**src/rtl/icache.sv**
```systemverilog
// ---------------------------------------------------------------------------
// icache: instruction cache between the datapath fetch port and the memory
// controller read port. It is direct-mapped with one-word lines and blocks
// the fetch while a miss is being filled.
//
// Lookups are combinational. A hit returns ihit/imemload in the same cycle.
// A miss latches the word address and enters FETCH. FETCH holds iREN until
// iwait drops, then writes the line.
//
// Parameters
//   SETS        number of lines (power of 2, >= 2)
// Ports
//   CLK, nRST   clock (rising edge), asynchronous active-low reset
//   imemREN     datapath fetch request
//   imemaddr    fetch byte address (bits [1:0] ignored)
//   ihit        fetch satisfied this cycle, imemload valid
//   imemload    instruction word
//   flush       synchronous invalidate of all lines
//   iREN/iaddr  memory read request / word-aligned address
//   iwait       memory busy; iload valid when low while iREN=1
//   iload       memory read data
//   hit_count   lookups that hit         (ICACHE_STATS_EN only)
//   miss_count  misses that began a fill (ICACHE_STATS_EN only)
// Build option: define ICACHE_STATS_EN to add the saturating hit/miss
// counters.
// ---------------------------------------------------------------------------
module icache #(
  parameter int unsigned SETS = 16
) (
  input  logic        CLK,
  input  logic        nRST,
  input  logic        imemREN,
  input  logic [31:0] imemaddr,
  output logic        ihit,
  output logic [31:0] imemload,
  input  logic        flush,
  output logic        iREN,
  output logic [31:0] iaddr,
  input  logic        iwait,
  input  logic [31:0] iload
`ifdef ICACHE_STATS_EN
  ,
  output logic [31:0] hit_count,
  output logic [31:0] miss_count
`endif
);

  localparam int unsigned IDX_W = $clog2(SETS);
  localparam int unsigned TAG_W = 30 - IDX_W;

  typedef enum logic {
    IDLE  = 1'b0,
    FETCH = 1'b1
  } state_t;

  state_t             r_state;
  state_t             w_next;

  logic [SETS-1:0]    r_valid;
  logic [TAG_W-1:0]   r_tag  [SETS];
  logic [31:0]        r_data [SETS];
  logic [31:0]        r_fill_addr;

  logic [IDX_W-1:0]   w_idx;
  logic [TAG_W-1:0]   w_tag;
  logic [IDX_W-1:0]   w_fill_idx;
  logic [TAG_W-1:0]   w_fill_tag;
  logic               w_hit;
  logic               w_miss;
  logic               w_fill_we;
  logic               w_unused;

  // Byte offset of the fetch address plays no part in lookup
  assign w_unused   = ^imemaddr[1:0];

  assign w_idx      = imemaddr[2+IDX_W-1:2];
  assign w_tag      = imemaddr[31:2+IDX_W];
  assign w_fill_idx = r_fill_addr[2+IDX_W-1:2];
  assign w_fill_tag = r_fill_addr[31:2+IDX_W];

  assign w_hit = imemREN & r_valid[w_idx] & (r_tag[w_idx] == w_tag);

  // State register
  always_ff @(posedge CLK or negedge nRST) begin
    if (!nRST) r_state <= IDLE;
    else       r_state <= w_next;
  end

  // Next state and outputs; iREN/iaddr depend only on state (Moore), so
  // async reset drops them immediately
  always_comb begin
    w_next    = r_state;
    ihit      = 1'b0;
    imemload  = 32'h0;
    iREN      = 1'b0;
    iaddr     = 32'h0;
    w_miss    = 1'b0;
    w_fill_we = 1'b0;
    case (r_state)
      IDLE: begin
        if (w_hit) begin
          ihit     = 1'b1;
          imemload = r_data[w_idx];
        end else if (imemREN) begin
          w_miss = 1'b1;
          w_next = FETCH;
        end
      end
      FETCH: begin
        iREN  = 1'b1;
        iaddr = r_fill_addr;
        if (!iwait) begin
          w_fill_we = 1'b1;
          w_next    = IDLE;
        end
      end
      default: w_next = IDLE;
    endcase
  end

  // Latch the word-aligned miss address; the fill always targets it
  always_ff @(posedge CLK or negedge nRST) begin
    if (!nRST)       r_fill_addr <= 32'h0;
    else if (w_miss) r_fill_addr <= {imemaddr[31:2], 2'b00};
  end

  // Valid bits: flush beats a coincident fill, so that line stays invalid
  always_ff @(posedge CLK or negedge nRST) begin
    if (!nRST)          r_valid <= '0;
    else if (flush)     r_valid <= '0;
    else if (w_fill_we) r_valid[w_fill_idx] <= 1'b1;
  end

  // Tag/data arrays need no reset; valid bits gate every use
  always_ff @(posedge CLK) begin
    if (w_fill_we) begin
      r_tag[w_fill_idx]  <= w_fill_tag;
      r_data[w_fill_idx] <= iload;
    end
  end

`ifdef ICACHE_STATS_EN
  logic w_hit_evt;
  assign w_hit_evt = (r_state == IDLE) & w_hit;

  // Saturating counters, cleared only by reset
  always_ff @(posedge CLK or negedge nRST) begin
    if (!nRST) begin
      hit_count  <= 32'h0;
      miss_count <= 32'h0;
    end else begin
      if (w_hit_evt && (hit_count != 32'hFFFF_FFFF))
        hit_count <= hit_count + 32'd1;
      if (w_miss && (miss_count != 32'hFFFF_FFFF))
        miss_count <= miss_count + 32'd1;
    end
  end
`endif

endmodule
```
**config.mk**
```make
export PLATFORM = sky130hd
export DESIGN_NAME = icache
export DESIGN_NICKNAME = d
export VERILOG_FILES = /design/src/rtl/icache.sv
export SDC_FILE = /design/constraint.sdc
export NUM_CORES = 1
export LEC_CHECK = 0
export CORE_AREA = 3 3 229 288
export DETAILED_ROUTE_END_ITERATION = 7
export DIE_AREA = 0 0 232 291
export GPL_ROUTABILITY_DRIVEN = 0
export PLACE_DENSITY = 0.86
export SLEW_MARGIN = 20
export SYNTH_ARGS = -nofsm -noshare
export SYNTH_HDL_FRONTEND = slang
export SYNTH_SLANG_ARGS = --single-unit
```
**constraint.sdc**
```tcl
create_clock -name CLK -period 12.2 [get_ports CLK]
set_clock_uncertainty 0.2 [all_clocks]
set_input_delay 2.44 -clock CLK [delete_from_list [all_inputs] [get_ports CLK]]
set_output_delay 2.44 -clock CLK [all_outputs]
set_load 0.02 [all_outputs]
```
Word-level counts from Yosys, hierarchy flattened
Memory sizes are Yosys's and may differ from the RTL's.
Index checks and enable logic that the tools add are counted.
W data, S select, Z words.
{ "op_classes": {"multipliers": 0, "shifts": 0, "bitwise_logic": 4, "reduce_logical": 2, "magnitude_cmp": 3, "muxes": 21, "n_addsub": 0, "eq_ne": 1, "n_div": 0} }
{ "ops": {"columns": ["op", "n"], "rows": [
  ["$mux W32", 3],
  ["$mux W16", 2],
  ["$eq A26 B26 Y1", 1],
  ["$or A16 B16 Y16", 1],
  ["$mux W1", 13],
  ["$lt A4 B5 Y1 const B", 2],
  ["$bmux W1 S4", 1],
  ["$demux W1 S4", 1],
  ["$ge A4 B1 Y1 const B", 1],
  ["$and A1 B1 Y1", 2],
  ["$pmux W1 S2", 1],
  ["$reduce_bool A2 Y1", 1],
  ["$logic_and A1 B1 Y1", 1],
  ["$not A1 Y1", 1]
]} }
{ "word_totals": {"reg_bits": 47, "elab_cells": 36, "input_bits": 69, "mem_count": 2, "rom_bits": 0, "latchBits": 0, "output_inout_bits": 66, "ram_bits": 928} }
{ "mem_list": {"columns": ["memory", "depth", "word_bits", "read_ports", "rd_ports_with_merged_regs", "wr", "line", "rtl"], "rows": [
  ["r_data", 16, 32, 1, 0, 1, "61", "logic [31:0] r_data [SETS];"],
  ["r_tag", 16, 26, 1, 0, 1, "60", "logic [TAG_W-1:0] r_tag [SETS];"]
]} }

Longest topological paths before layout
Gate-level depths: netlist (run 1).
{ "logic_depth": {"word_depth": 7, "ltp_mapped": 13} }

Worst setup path after synthesis (run 1)
Ideal clock, no wire load.
{ "synth_path": {"path_kind": "input port to output port", "startpoint": "input port imemaddr[2]", "endpoint": "output port imemload[22]", "slack_ns": 4.463, "path_buffers": 6, "arrival_ns": 5.097, "path_stages": 9, "cell_sequence": "buf_6 buf_6 buf_4 buf_1 buf_2 buf_2 mux4_2 mux4_2 nor2b_1"} }
{ "synth_via": {"elab_chain_cells": 6, "elab_cells_between_ends": 9} }
{ "synth_rtl": {"columns": ["element", "line", "rtl"], "rows": [
  ["start, declared", "33", "input logic [31:0] imemaddr,"],
  ["parallel branches: the longest is 4 deep, another holds $mem_v2 Z16 W26", null, null],
  ["$mux W32 *", "101", "if (w_hit) begin"],
  ["$mux W32 *", "99", "case (r_state)"],
  ["end, declared", "35", "output logic [31:0] imemload,"]
]} }
Every way passes the cells marked *. The select of a mux whose other input is x is not followed.

Worst setup path after layout (run 1)
{ "layout_path": {"startpoint": "input port imemaddr[3]", "endpoint": "output port imemload[0]"} }
The elaborated chain is that of the path after synthesis.

==> metrics.log, run 1 <==
INFO  metric average_detailed_routed_wire_length_per_instance = 33.6 um
INFO  metric layout_worst_path_cycle_share = 0.801
INFO  metric synth_seq_cells = 975
INFO  metric tritoncts = done
INFO  metric crit_end = imemload[0]
INFO  metric drt.antenna.violating_nets = 0
INFO  metric cts_inserted_buffers = 90
INFO  metric internal_power = 5670 uW
INFO  metric yosysTopAreaCell = sky130_fd_sc_hd__edfxtp_1
INFO  metric final_non_filler_cells = 2765
INFO  metric die_width = 232 um
INFO  metric class_of_the_worst_hold_path = reg2reg
INFO  metric share_clk_of_total_power = 0.385
INFO  metric rr_startpoint = r_tag[6][7]
INFO  metric global_route.usage.total = 0.283
INFO  metric multi_input_comb_area = 8530 um2
INFO  metric setup_viol = 0
INFO  metric cp.required = between 9 and 10 ns
INFO  metric power_switching_share = 0.224
INFO  metric num_io_pins = approximately 140
INFO  metric yosys_most_used_dff = sky130_fd_sc_hd__edfxtp_1
INFO  metric fmax = 0.102 GHz
INFO  metric grt_pass1_wl = 136 mm
INFO  metric instance_count_of_the_mapped_netlist = 1675
INFO  metric setup.worst_path.start_class = input pin
INFO  metric final.min_clock_period = 9.77 ns
INFO  metric cts.repair_timing.setup_buffer_count = 0
INFO  metric vias = 18800
INFO  metric timing.max_cap.violations = 0
INFO  metric p_switching = 1630 uW
INFO  metric drt_pre_antenna_iters = 5
INFO  metric place_worst_setup_slack = 2.49 ns
INFO  metric cts_max_path_buffers = 3
INFO  metric synth_enable_flop_cells = 928
INFO  metric yosys-top-cells-area = sky130_fd_sc_hd__edfxtp_1, sky130_fd_sc_hd__mux4_2, sky130_fd_sc_hd__dfrtp_1
INFO  metric critPathArrivalTime = 7.13 ns
INFO  metric layout_setup_ws = 2.43 ns
INFO  metric setup.worst_path.end_class = output pin
INFO  metric transition_at_the_pin_with_the_smallest_max_transition_slack = 1.13 ns
INFO  metric comb_power_share = 0.071
INFO  metric area_growth = 13.9%
INFO  metric route.final.wire_length = 93.0 mm
INFO  metric placementRows = 103
INFO  metric synth_sequential_area_ratio = 0.766
INFO  metric finalHoldViolCount = 0
INFO  metric detailedRoute.firstIterationViolations = about 2400
INFO  metric ff2ff_path_depth = 9
INFO  metric netlist-cell-type-count = between 50 and 60
INFO  metric insertion_delay = 0.65 ns
INFO  metric layout-drive-gt1-share = 0.255
INFO  metric seqCellArea = slightly below 30000 um2
INFO  metric critPathKind = in2out
INFO  metric core_area = 63100 um2
INFO  metric post-route-drc-count = 0
INFO  metric placement.io_buffers = between 100 and 150
INFO  metric largest_net_degree_at_the_start_of_global_routing = roughly 90
INFO  metric r2r_setup_slack = between 8 and 9 ns
INFO  metric cts_hold_buffers = 0
INFO  metric postCtsResizedCells = 0
INFO  metric finalMaxSlewViolations = 0
INFO  metric netlist.area_leader.share = 0.735
INFO  metric grt_setup_unrepaired = false
INFO  metric irDropWorstVdd = between 0.0002 and 0.00025 V
INFO  metric max_slew_margin = 0.249
INFO  metric syn-cell-area = 37900 um2
INFO  metric starting_density_of_the_core = 0.600
INFO  metric final.setup.tns = 0 ns
INFO  metric p_leak = 0.0138 uW
INFO  metric worstPathMaxFanout = between 80 and 90
INFO  metric htree_levels = 3
INFO  metric yosys_warnings = 0
INFO  metric clkSlewWorstSetupHoldPaths = 0.06 ns
INFO  metric die_y = roughly 290 um
INFO  metric dp_hpwl = 44.4 mm
INFO  metric finalNetCount = around 1900
INFO  metric dp_cells = 2596
INFO  metric cp-startpoint = imemaddr[3]
INFO  metric fillers = 3681
INFO  metric clock_sink_count = 975
INFO  metric grt_pass1_vias = 20000
INFO  metric grt_overflow = 0
INFO  metric syn_avg_cell_area = 22.6 um2
INFO  metric floorplan.die_area = around 68000 um2
INFO  metric worst_hold_slack = 0.308 ns
INFO  metric outcome = complete, no violations
INFO  metric powerDensity = 169 nW/um2
INFO  metric ys_async_sr_fraction = 0.0482
INFO  metric root_buffer_cell = sky130_fd_sc_hd__clkbuf_16
INFO  metric power_frac_seq = 0.544
INFO  metric initial_antenna_violation_count = 4
INFO  metric crit-reg2reg-capture = r_fill_addr[31]
INFO  metric via_per_inst = between 6 and 7
## flip-flops by register name, indices dropped and copies added (netlist names)
| register | cells |
|---|---|
| r_data | 512 |
| r_state | 1 |
| r_tag | 416 |
| r_fill_addr | 30 |
| r_valid | 16 |
## power by group through the flow
stage	registers, uW	clock network, uW	logic [uW]
floorplan	3990	0	316
global placement	4010	0	494
detailed placement	4030	0	509
CTS	3970	2840	519
global route	3980	2970	542
finish	3970	2810	515
## synthesized netlist by cell type (3+ instances only)
library cell                instances
sky130_fd_sc_hd__nor2b_1           41
sky130_fd_sc_hd__clkbuf_1          33
sky130_fd_sc_hd__a22oi_1            4
sky130_fd_sc_hd__mux2_4            29
sky130_fd_sc_hd__nand2b_1           6
sky130_fd_sc_hd__o21ai_0            8
sky130_fd_sc_hd__a211oi_1           5
sky130_fd_sc_hd__or3_1              3
sky130_fd_sc_hd__a221oi_1           7
sky130_fd_sc_hd__o22ai_1            6
sky130_fd_sc_hd__and2_1            31
sky130_fd_sc_hd__a21oi_1            6
sky130_fd_sc_hd__nor3_1             9
sky130_fd_sc_hd__buf_6              9
sky130_fd_sc_hd__xor2_1             9
sky130_fd_sc_hd__buf_1              5
sky130_fd_sc_hd__o2111ai_1          3
sky130_fd_sc_hd__nand3_1            4
sky130_fd_sc_hd__edfxtp_1         928
sky130_fd_sc_hd__buf_4             10
sky130_fd_sc_hd__mux4_2           253
sky130_fd_sc_hd__mux2i_1           57
sky130_fd_sc_hd__buf_2             29
sky130_fd_sc_hd__xnor2_1           25
sky130_fd_sc_hd__mux2_2             7
sky130_fd_sc_hd__nor2_1            54
sky130_fd_sc_hd__nand2_1           15
sky130_fd_sc_hd__dfrtp_1           47
## worst max-delay path: stages
cell                              delay [ns]
sky130_fd_sc_hd__buf_6                  0.64
sky130_fd_sc_hd__buf_4                  0.74
sky130_fd_sc_hd__mux4_2                 0.60
sky130_fd_sc_hd__mux2i_1                0.20
sky130_fd_sc_hd__xnor2_1                0.09
sky130_fd_sc_hd__o21ai_0                0.16
sky130_fd_sc_hd__o21ai_0                0.19
sky130_fd_sc_hd__nor4_2                 0.47
sky130_fd_sc_hd__nand4b_1               0.17
sky130_fd_sc_hd__buf_4                  0.31
sky130_fd_sc_hd__nor2b_1                0.24
sky130_fd_sc_hd__clkdlybuf4s50_1        0.66
## final cells by class
| cell class | count | share of cell area |
|---|---|---|
| Antenna cell | 2 | 0.000116 |
| Clock buffer | 117 | 0.0574 |
| Clock inverter | 50 | 0.0109 |
| Inverter | 4 | 0.000377 |
| Multi-Input combinational cell | 611 | 0.197 |
| Sequential cell | 975 | 0.672 |
| Tap cell | 840 | 0.0243 |
| Timing Repair Buffer | 166 | 0.0371 |
## cell families after synthesis
logic type / Yosys count / share of synthesized area
compound gates: 53 / 0.0102
buf+inv: 90 / 0.0126
xor+xnor: 34 / 0.00785
other cells: 1 / 0.0000989
flops: 975 / 0.766
simple gates: 176 / 0.0244
mux: 346 / 0.179
## how the worst min path moves through the flow
stage,start,endpoint,slack (ns),cells past startpoint
after floorplan,r_valid[13],r_valid[13],0.26,2
after detailed placement,r_valid[8],r_valid[8],0.29,2
after global routing,r_valid[3],r_valid[3],0.35,2
final,r_valid[15],r_valid[15],0.31,2
after CTS,r_valid[15],r_valid[15],0.30,2
after global placement,r_valid[13],r_valid[13],0.27,2
## cell usage in the layout, fill, tap and decap left out, drive strengths merged, types with 25 or more instances in the layout
cell	synthesis	layout
edfxtp	928	928
mux4	253	253
clkdlybuf4s50	0	125
clkbuf	33	117
mux2i	57	57
nor2	54	54
dfrtp	47	47
nor2b	41	41
buf	53	41
clkinv	0	40
mux2	36	36
and2	31	31
xnor2	25	25
## metrics by stage
step	utilization	power, uW	instance area [um2]
finish	0.684	7300	43200
CTS	0.684	7330	43200
global route	0.684	7500	43200
floorplan	-	4300	37900
detailed placement	0.637	4540	40200
global placement	0.637	4510	40200
## per-layer routing
metal / share of wire / wire [um] / track usage
met5: 0.000075 / 7 / 0
met4: 0.046 / 4270 / 0.130
met3: 0.093 / 8660 / 0.0473
met2: 0.52 / 48600 / 0.479
met1: 0.34 / 31400 / 0.363
(Power assumes the default switching activity.)
==> run 2, diff against run 1 <==
==> constraint.sdc (replaced) <==
create_clock -name CLK -period 9.8 [get_ports CLK]
set_clock_uncertainty 0.2 [all_clocks]
set_input_delay 1.96 -clock CLK [delete_from_list [all_inputs] [get_ports CLK]]
set_output_delay 1.96 -clock CLK [all_outputs]
set_load 0.02 [all_outputs]
==> metrics.log, run 2 (same netlist as run 1, synthesis figures left out) <==
INFO  metric die_width = 232 um
INFO  metric slowest_delay = 0.66 ns
INFO  metric crit_path_cell_trace = buf_8, buf_4, mux4_2, mux2i_1, xnor2_1, o21ai_0, o21ai_0, nor4_2, nand4b_1, buf_4, nor2b_1, clkdlybuf4s50_1
INFO  metric clkSlewWorstSetupHoldPaths = 0.06 ns
INFO  metric standard_cell_with_the_maximum_stage_delay_on_the_critical_path = sky130_fd_sc_hd__buf_4
INFO  metric post-route-util = 0.684
INFO  metric setup_viol = 0
INFO  metric regMostFlops = r_data
INFO  metric grt_pass1_wl = 137 mm
INFO  metric grt_overflow = 0
INFO  metric critPathKind = in2out
INFO  metric insertion_delay = 0.64 ns
INFO  metric powerDensity = 212 nW/um2
INFO  metric clock_sink_count = ~1000
INFO  metric final_cell_mix = sky130_fd_sc_hd__edfxtp_1, sky130_fd_sc_hd__mux4_2, sky130_fd_sc_hd__clkdlybuf4s50_1
INFO  metric vias = 18800
INFO  metric p_leak = 0.0138 uW
INFO  metric irDropWorstVdd = 0.000179 V
INFO  metric htree_levels = 3
INFO  metric cts_inserted_buffers = between 80 and 90
INFO  metric die_y = 291 um
INFO  metric largest_reg_flops = about 500
INFO  metric fillers = 3656
INFO  metric dp_hpwl = approximately 43 mm
INFO  metric drt.antenna.violating_nets = 0
INFO  metric final.min_clock_period = 8.61 ns
INFO  metric cts.repair_timing.setup_buffer_count = 0
INFO  metric grt_pass1_vias = around 20000
INFO  metric largest_net_degree_at_the_start_of_global_routing = 121
INFO  metric timing.max_cap.violations = 0
INFO  metric worstPathMaxFanout = 104
INFO  metric post-route-drc-count = 0
INFO  metric area_growth = 13.9%
INFO  metric tritoncts = done
INFO  metric cts_hold_buffers = 0
INFO  metric final.setup.tns = 0 ns
INFO  metric drt_pre_antenna_iters = 6
INFO  metric postCtsResizedCells = 0
INFO  metric cp.required = 7.64 ns
INFO  metric layout_worst_path_cycle_share = 0.878
INFO  metric core_area = around 63000 um2
INFO  metric via_per_inst = 6.84
INFO  metric placementRows = ~100
INFO  metric average_detailed_routed_wire_length_per_instance = between 30 and 40 um
INFO  metric class_of_the_worst_hold_path = reg2reg
INFO  metric transition_at_the_pin_with_the_smallest_max_transition_slack = 1.18 ns
INFO  metric num_io_pins = 135
INFO  metric finalMaxSlewViolations = 0
INFO  metric layout-drive-gt1-share = 0.249
INFO  metric biggestRegsByFlops = r_data (512), r_tag (416), r_fill_addr (30)
INFO  metric placement.io_buffers = between 100 and 150
INFO  metric most_common_cell_after_layout_fill_and_taps_aside = sky130_fd_sc_hd__edfxtp_1
INFO  metric setup.worst_path.start_class = input pin
INFO  metric initial_antenna_violation_count = 8
INFO  metric max_slew_margin = 0.215
INFO  metric floorplan.die_area = 67500 um2
INFO  metric grt_setup_unrepaired = false
INFO  metric outcome = complete, no violations
INFO  metric global_route.usage.total = 0.283
INFO  metric setup.worst_path.end_class = output pin
INFO  metric detailedRoute.firstIterationViolations = 2515
INFO  metric root_buffer_cell = sky130_fd_sc_hd__clkbuf_16
INFO  metric finalHoldViolCount = 0
INFO  metric critPathArrivalTime = between 6 and 7 ns
INFO  metric cts_max_path_buffers = 3
INFO  metric finalNetCount = 1908
INFO  metric fmax = 0.116 GHz
INFO  metric starting_density_of_the_core = 0.600
INFO  metric route.final.wire_length = 93.2 mm
-- run 2: cell types whose count changed in the layout (fill, tap and decap cells not counted), sizes merged --
cell      previous run  this run
clkinv              40        35
clkbuf             117       109
diode                2         3
bufinv               7        14
clkinvlp             3         1
buf                 41        36
-- run 2: area by class of cell --
cell class              count  area [um2]  share of cell area
diodes                      3        7.51            0.000174
clock buffers             109        2340              0.0543
clock inverters            50         621              0.0144
inverters                   4        16.3            0.000377
multi-input cells         611        8530               0.197
flip-flops and latches    975       29000               0.672
well taps                 840        1050              0.0243
repair buffers            161        1580              0.0366
-- run 2: power by group --
group / internal, uW / total [uW] / switching (uW)
Sequential: 4790 / 4950 / 159
Combinational: 285 / 642 / 357
Clock: 2070 / 3570 / 1500
-- run 2: path summary, 6_finish.rpt --
kind | cells past startpoint | startpoint | end | slack (ns)
worst min register to register | 2 | r_valid[8] | r_valid[8] | 0.33
max in group asynchronous | 2 | nRST | r_state | 7.56
min in group asynchronous | 2 | nRST | r_fill_addr[22] | 1.28
worst max register to register | 9 | r_tag[1][11] | r_fill_addr[25] | 5.76
worst max-delay path | 12 | imemaddr[4] | imemload[15] | 1.19
worst min-delay path | 2 | r_valid[8] | r_valid[8] | 0.33
-- run 2: per-layer routing --
metal / up-vias / global-route usage / routed length, um
met3: 243 / 0.0576 / 8660
li1: 7316 / - / -
met1: 9933 / 0.371 / 32200
met5: - / 0 / 67
met4: 10 / 0.119 / 3560
met2: 1321 / 0.469 / 48700
-- run 2: critical path, delay by kind of cell --
family | cells | cell delay (ns)
compound gates | 2 | 0.39
mux | 2 | 0.62
xor+xnor | 1 | 0.10
buf+inv | 4 | 2.22
simple gates | 3 | 0.87
-- run 2: per-stage QoR --
| step | hold slack [ns] | worst slack (ns) | instances | total power (uW) | instance area [um2] |
|---|---|---|---|---|---|
| 4_1_cts | 0.305 | 1.29 | 2749 | 9190 | 43200 |
| 2_1_floorplan | 0.258 | 2.58 | 1676 | 5360 | 37900 |
| 3_5_place_dp | 0.283 | 1.39 | 2590 | 5660 | 40200 |
| 5_1_grt | 0.351 | 1.01 | 2751 | 9390 | 43200 |
| 3_3_place_gp | 0.274 | 1.50 | 2590 | 5610 | 40200 |
| 6_report | 0.326 | 1.19 | 2753 | 9160 | 43200 |
==> run 3, diff against run 2 <==
--- a/config.mk
+++ b/config.mk
@@ -5,11 +5,11 @@
 export SDC_FILE = /design/constraint.sdc
 export NUM_CORES = 1
 export LEC_CHECK = 0
-export CORE_AREA = 3 3 229 288
+export CORE_AREA = 3 3 239 300
 export DETAILED_ROUTE_END_ITERATION = 7
-export DIE_AREA = 0 0 232 291
+export DIE_AREA = 0 0 242 303
 export GPL_ROUTABILITY_DRIVEN = 0
-export PLACE_DENSITY = 0.86
+export PLACE_DENSITY = 0.83
 export SLEW_MARGIN = 20
 export SYNTH_ARGS = -nofsm -noshare
 export SYNTH_HDL_FRONTEND = slang
==> constraint.sdc (replaced) <==
create_clock -name CLK -period 7.9 [get_ports CLK]
set_clock_uncertainty 0.2 [all_clocks]
set_input_delay 1.58 -clock CLK [delete_from_list [all_inputs] [get_ports CLK]]
set_output_delay 1.58 -clock CLK [all_outputs]
set_load 0.1 [all_outputs]
==> metrics.log, run 3 (same netlist as run 1, synthesis figures left out) <==
INFO  metric outcome = complete, no violations
INFO  metric timing.max_cap.violations = 0
INFO  metric die_width = between 200 and 250 um
INFO  metric insertion_delay = 0.65 ns
INFO  metric irDropWorstVdd = 0.000212 V
INFO  metric cp.required = 6.12 ns
INFO  metric layout-drive-gt1-share = 0.269
INFO  metric cts_max_path_buffers = 3
INFO  metric floorplan.die_area = approximately 73000 um2
INFO  metric starting_density_of_the_core = 0.548
INFO  metric p_switching = around 2700 uW
INFO  metric route.final.wire_length = 90.7 mm
INFO  metric internal_power = a little under 9000 uW
INFO  metric vias = 18600
INFO  metric critPathArrivalTime = 5.39 ns
INFO  metric setup.worst_path.start_class = input pin
INFO  metric initial_antenna_violation_count = 6
INFO  metric worstPathMaxFanout = 80
INFO  metric finalNetCount = approximately 1900
INFO  metric transition_at_the_pin_with_the_smallest_max_transition_slack = ~1.2 ns
INFO  metric core_area = slightly below 70000 um2
INFO  metric rr_startpoint = r_tag[7][4]
INFO  metric standard_cell_with_the_maximum_stage_delay_on_the_critical_path = sky130_fd_sc_hd__buf_6
INFO  metric regMostFlops = r_data
INFO  metric finalHoldViolCount = 0
INFO  metric cts_hold_buffers = 0
INFO  metric max_slew_margin = 0.225
INFO  metric layout_setup_ws = about 0.73 ns
INFO  metric share_clk_of_total_power = 0.378
INFO  metric clkSlewWorstSetupHoldPaths = 0.06 ns
INFO  metric final.setup.tns = 0 ns
INFO  metric setup_viol = 0
INFO  metric class_of_the_worst_hold_path = reg2reg
INFO  metric power_frac_seq = 0.537
INFO  metric crit-reg2reg-capture = r_fill_addr[16]
INFO  metric timing.critical_path.depth = 11
INFO  metric via_per_inst = around 6.5
INFO  metric detailedRoute.firstIterationViolations = 2170
INFO  metric tritoncts = done
INFO  metric final_cell_mix = sky130_fd_sc_hd__edfxtp_1, sky130_fd_sc_hd__mux4_2, sky130_fd_sc_hd__clkbuf_16, sky130_fd_sc_hd__clkdlybuf4s50_1, sky130_fd_sc_hd__mux2i_1
INFO  metric drt_pre_antenna_iters = 5
INFO  metric critical_path.top_delay_family = simple AND/OR/NAND/NOR gates
INFO  metric num_io_pins = roughly 140
INFO  metric powerDensity = between 200 and 300 nW/um2
INFO  metric dp_hpwl = 45.8 mm
INFO  metric area_growth = 15.2%
INFO  metric cp-startpoint = imemaddr[3]
INFO  metric post-route-util = 0.632
INFO  metric crit_end = imemload[7]
INFO  metric comb_power_share = 0.085
INFO  metric place_worst_setup_slack = between 0.6 and 0.7 ns
INFO  metric finalMaxSlewViolations = 0
INFO  metric drt.antenna.violating_nets = 0
INFO  metric htree_levels = 3
INFO  metric post-route-drc-count = 0
INFO  metric grt_pass1_wl = 134 mm
INFO  metric p_leak = 0.0140 uW
INFO  metric grt_setup_unrepaired = false
INFO  metric overall_power = 11400 uW
INFO  metric crit_path_cell_trace = buf_6, mux4_2, nand2_1, and3_1, o41ai_1, o2111ai_1, nor4_2, nand4b_1, buf_4, nor2b_1, buf_12
INFO  metric power_switching_share = 0.234
INFO  metric global_route.usage.total = 0.253
INFO  metric r2r_setup_slack = 4.02 ns
INFO  metric grt_pass1_vias = around 20000
INFO  metric postCtsResizedCells = 0
INFO  metric biggestRegsByFlops = r_data (512), r_tag (416), r_fill_addr (30)
INFO  metric most_common_cell_after_layout_fill_and_taps_aside = sky130_fd_sc_hd__edfxtp_1
INFO  metric root_buffer_cell = sky130_fd_sc_hd__clkbuf_16
INFO  metric critPathKind = in2out
INFO  metric placement.io_buffers = 130
INFO  metric die_y = 303 um
INFO  metric cp_num_buf_inv = 3
INFO  metric largest_reg_flops = between 500 and 600
INFO  metric largest_net_degree_at_the_start_of_global_routing = between 100 and 150
INFO  metric setup.worst_path.end_class = output pin
INFO  metric cts.repair_timing.setup_buffer_count = 0
INFO  metric ff2ff_path_depth = 9
INFO  metric layout_worst_path_cycle_share = 0.907
INFO  metric average_detailed_routed_wire_length_per_instance = 31.6 um
INFO  metric cts_inserted_buffers = 90
INFO  metric slowest_delay = 0.63 ns
INFO  metric grt_overflow = 0
INFO  metric final.min_clock_period = 7.17 ns
INFO  metric clock_sink_count = 975
INFO  metric fmax = 0.140 GHz
INFO  metric placementRows = 108
## run 3: cell types whose count changed in the layout (fill, tap and decap cells not counted), sizes merged, moves of 3 or more
cell	previous run	this run
bufinv	14	9
clkinvlp	1	4
clkinv	35	38
clkdlybuf4s50	125	92
buf	36	79
inv	4	8
clkbuf	109	113
## run 3: metal layers
layer,GRT usage,routed length [um],vias up
met3,0.0497,8400,250
met2,0.424,46400,1221
met5,0,25,-
met4,0.102,3520,4
met1,0.332,32300,9797
li1,-,-,7355
## run 3: final cells by class
cell class | count | area [um2]
timing repair buffer | 171 | 2000
sequential | 975 | 29000
tap | 935 | 1170
multi-input combinational | 611 | 8530
antenna | 4 | 10.0
inverter | 4 | 17.5
fill | 4455 | 25500
clock buffer | 113 | 2400
clock inverter | 55 | 524
## run 3: power by group through the flow
stage	Combinational, uW	Sequential, uW	Clock [uW]
3_3_place_gp	947	6200	0
4_1_cts	977	6130	4380
5_1_grt	1010	6150	4580
2_1_floorplan	657	6160	0
3_5_place_dp	965	6230	0
6_report	970	6130	4320
## run 3: worst min-delay path by stage
stage,start,endpoint,slack (ns),depth (start not counted)
finish,r_valid[8],r_valid[8],0.30,2
global route,r_valid[12],r_valid[12],0.32,2
CTS,r_valid[8],r_valid[8],0.29,2
detailed placement,r_valid[8],r_valid[8],0.28,2
global placement,r_valid[7],r_valid[7],0.27,2
floorplan,r_valid[13],r_valid[13],0.26,2
## run 3: worst register-to-register path, cell delays in order (launching register included)
cell and delay, ns:
sky130_fd_sc_hd__edfxtp_1 0.41, sky130_fd_sc_hd__mux4_2 0.52, sky130_fd_sc_hd__nand2_1 0.12, sky130_fd_sc_hd__a21oi_1 0.10, sky130_fd_sc_hd__o41ai_1 0.62, sky130_fd_sc_hd__o2111ai_1 0.24, sky130_fd_sc_hd__nor4_2 0.39, sky130_fd_sc_hd__a31oi_4 0.31
sky130_fd_sc_hd__buf_4 0.40, sky130_fd_sc_hd__mux2_4 0.42
## run 3: stage by stage
step | hold slack [ns] | std cells | instance area [um2]
floorplan | 0.258 | 1676 | 37900
global placement | 0.274 | 2696 | 40800
detailed placement | 0.280 | 2696 | 40800
CTS | 0.294 | 2864 | 43700
global route | 0.324 | 2865 | 43700
finish | 0.299 | 2868 | 43700
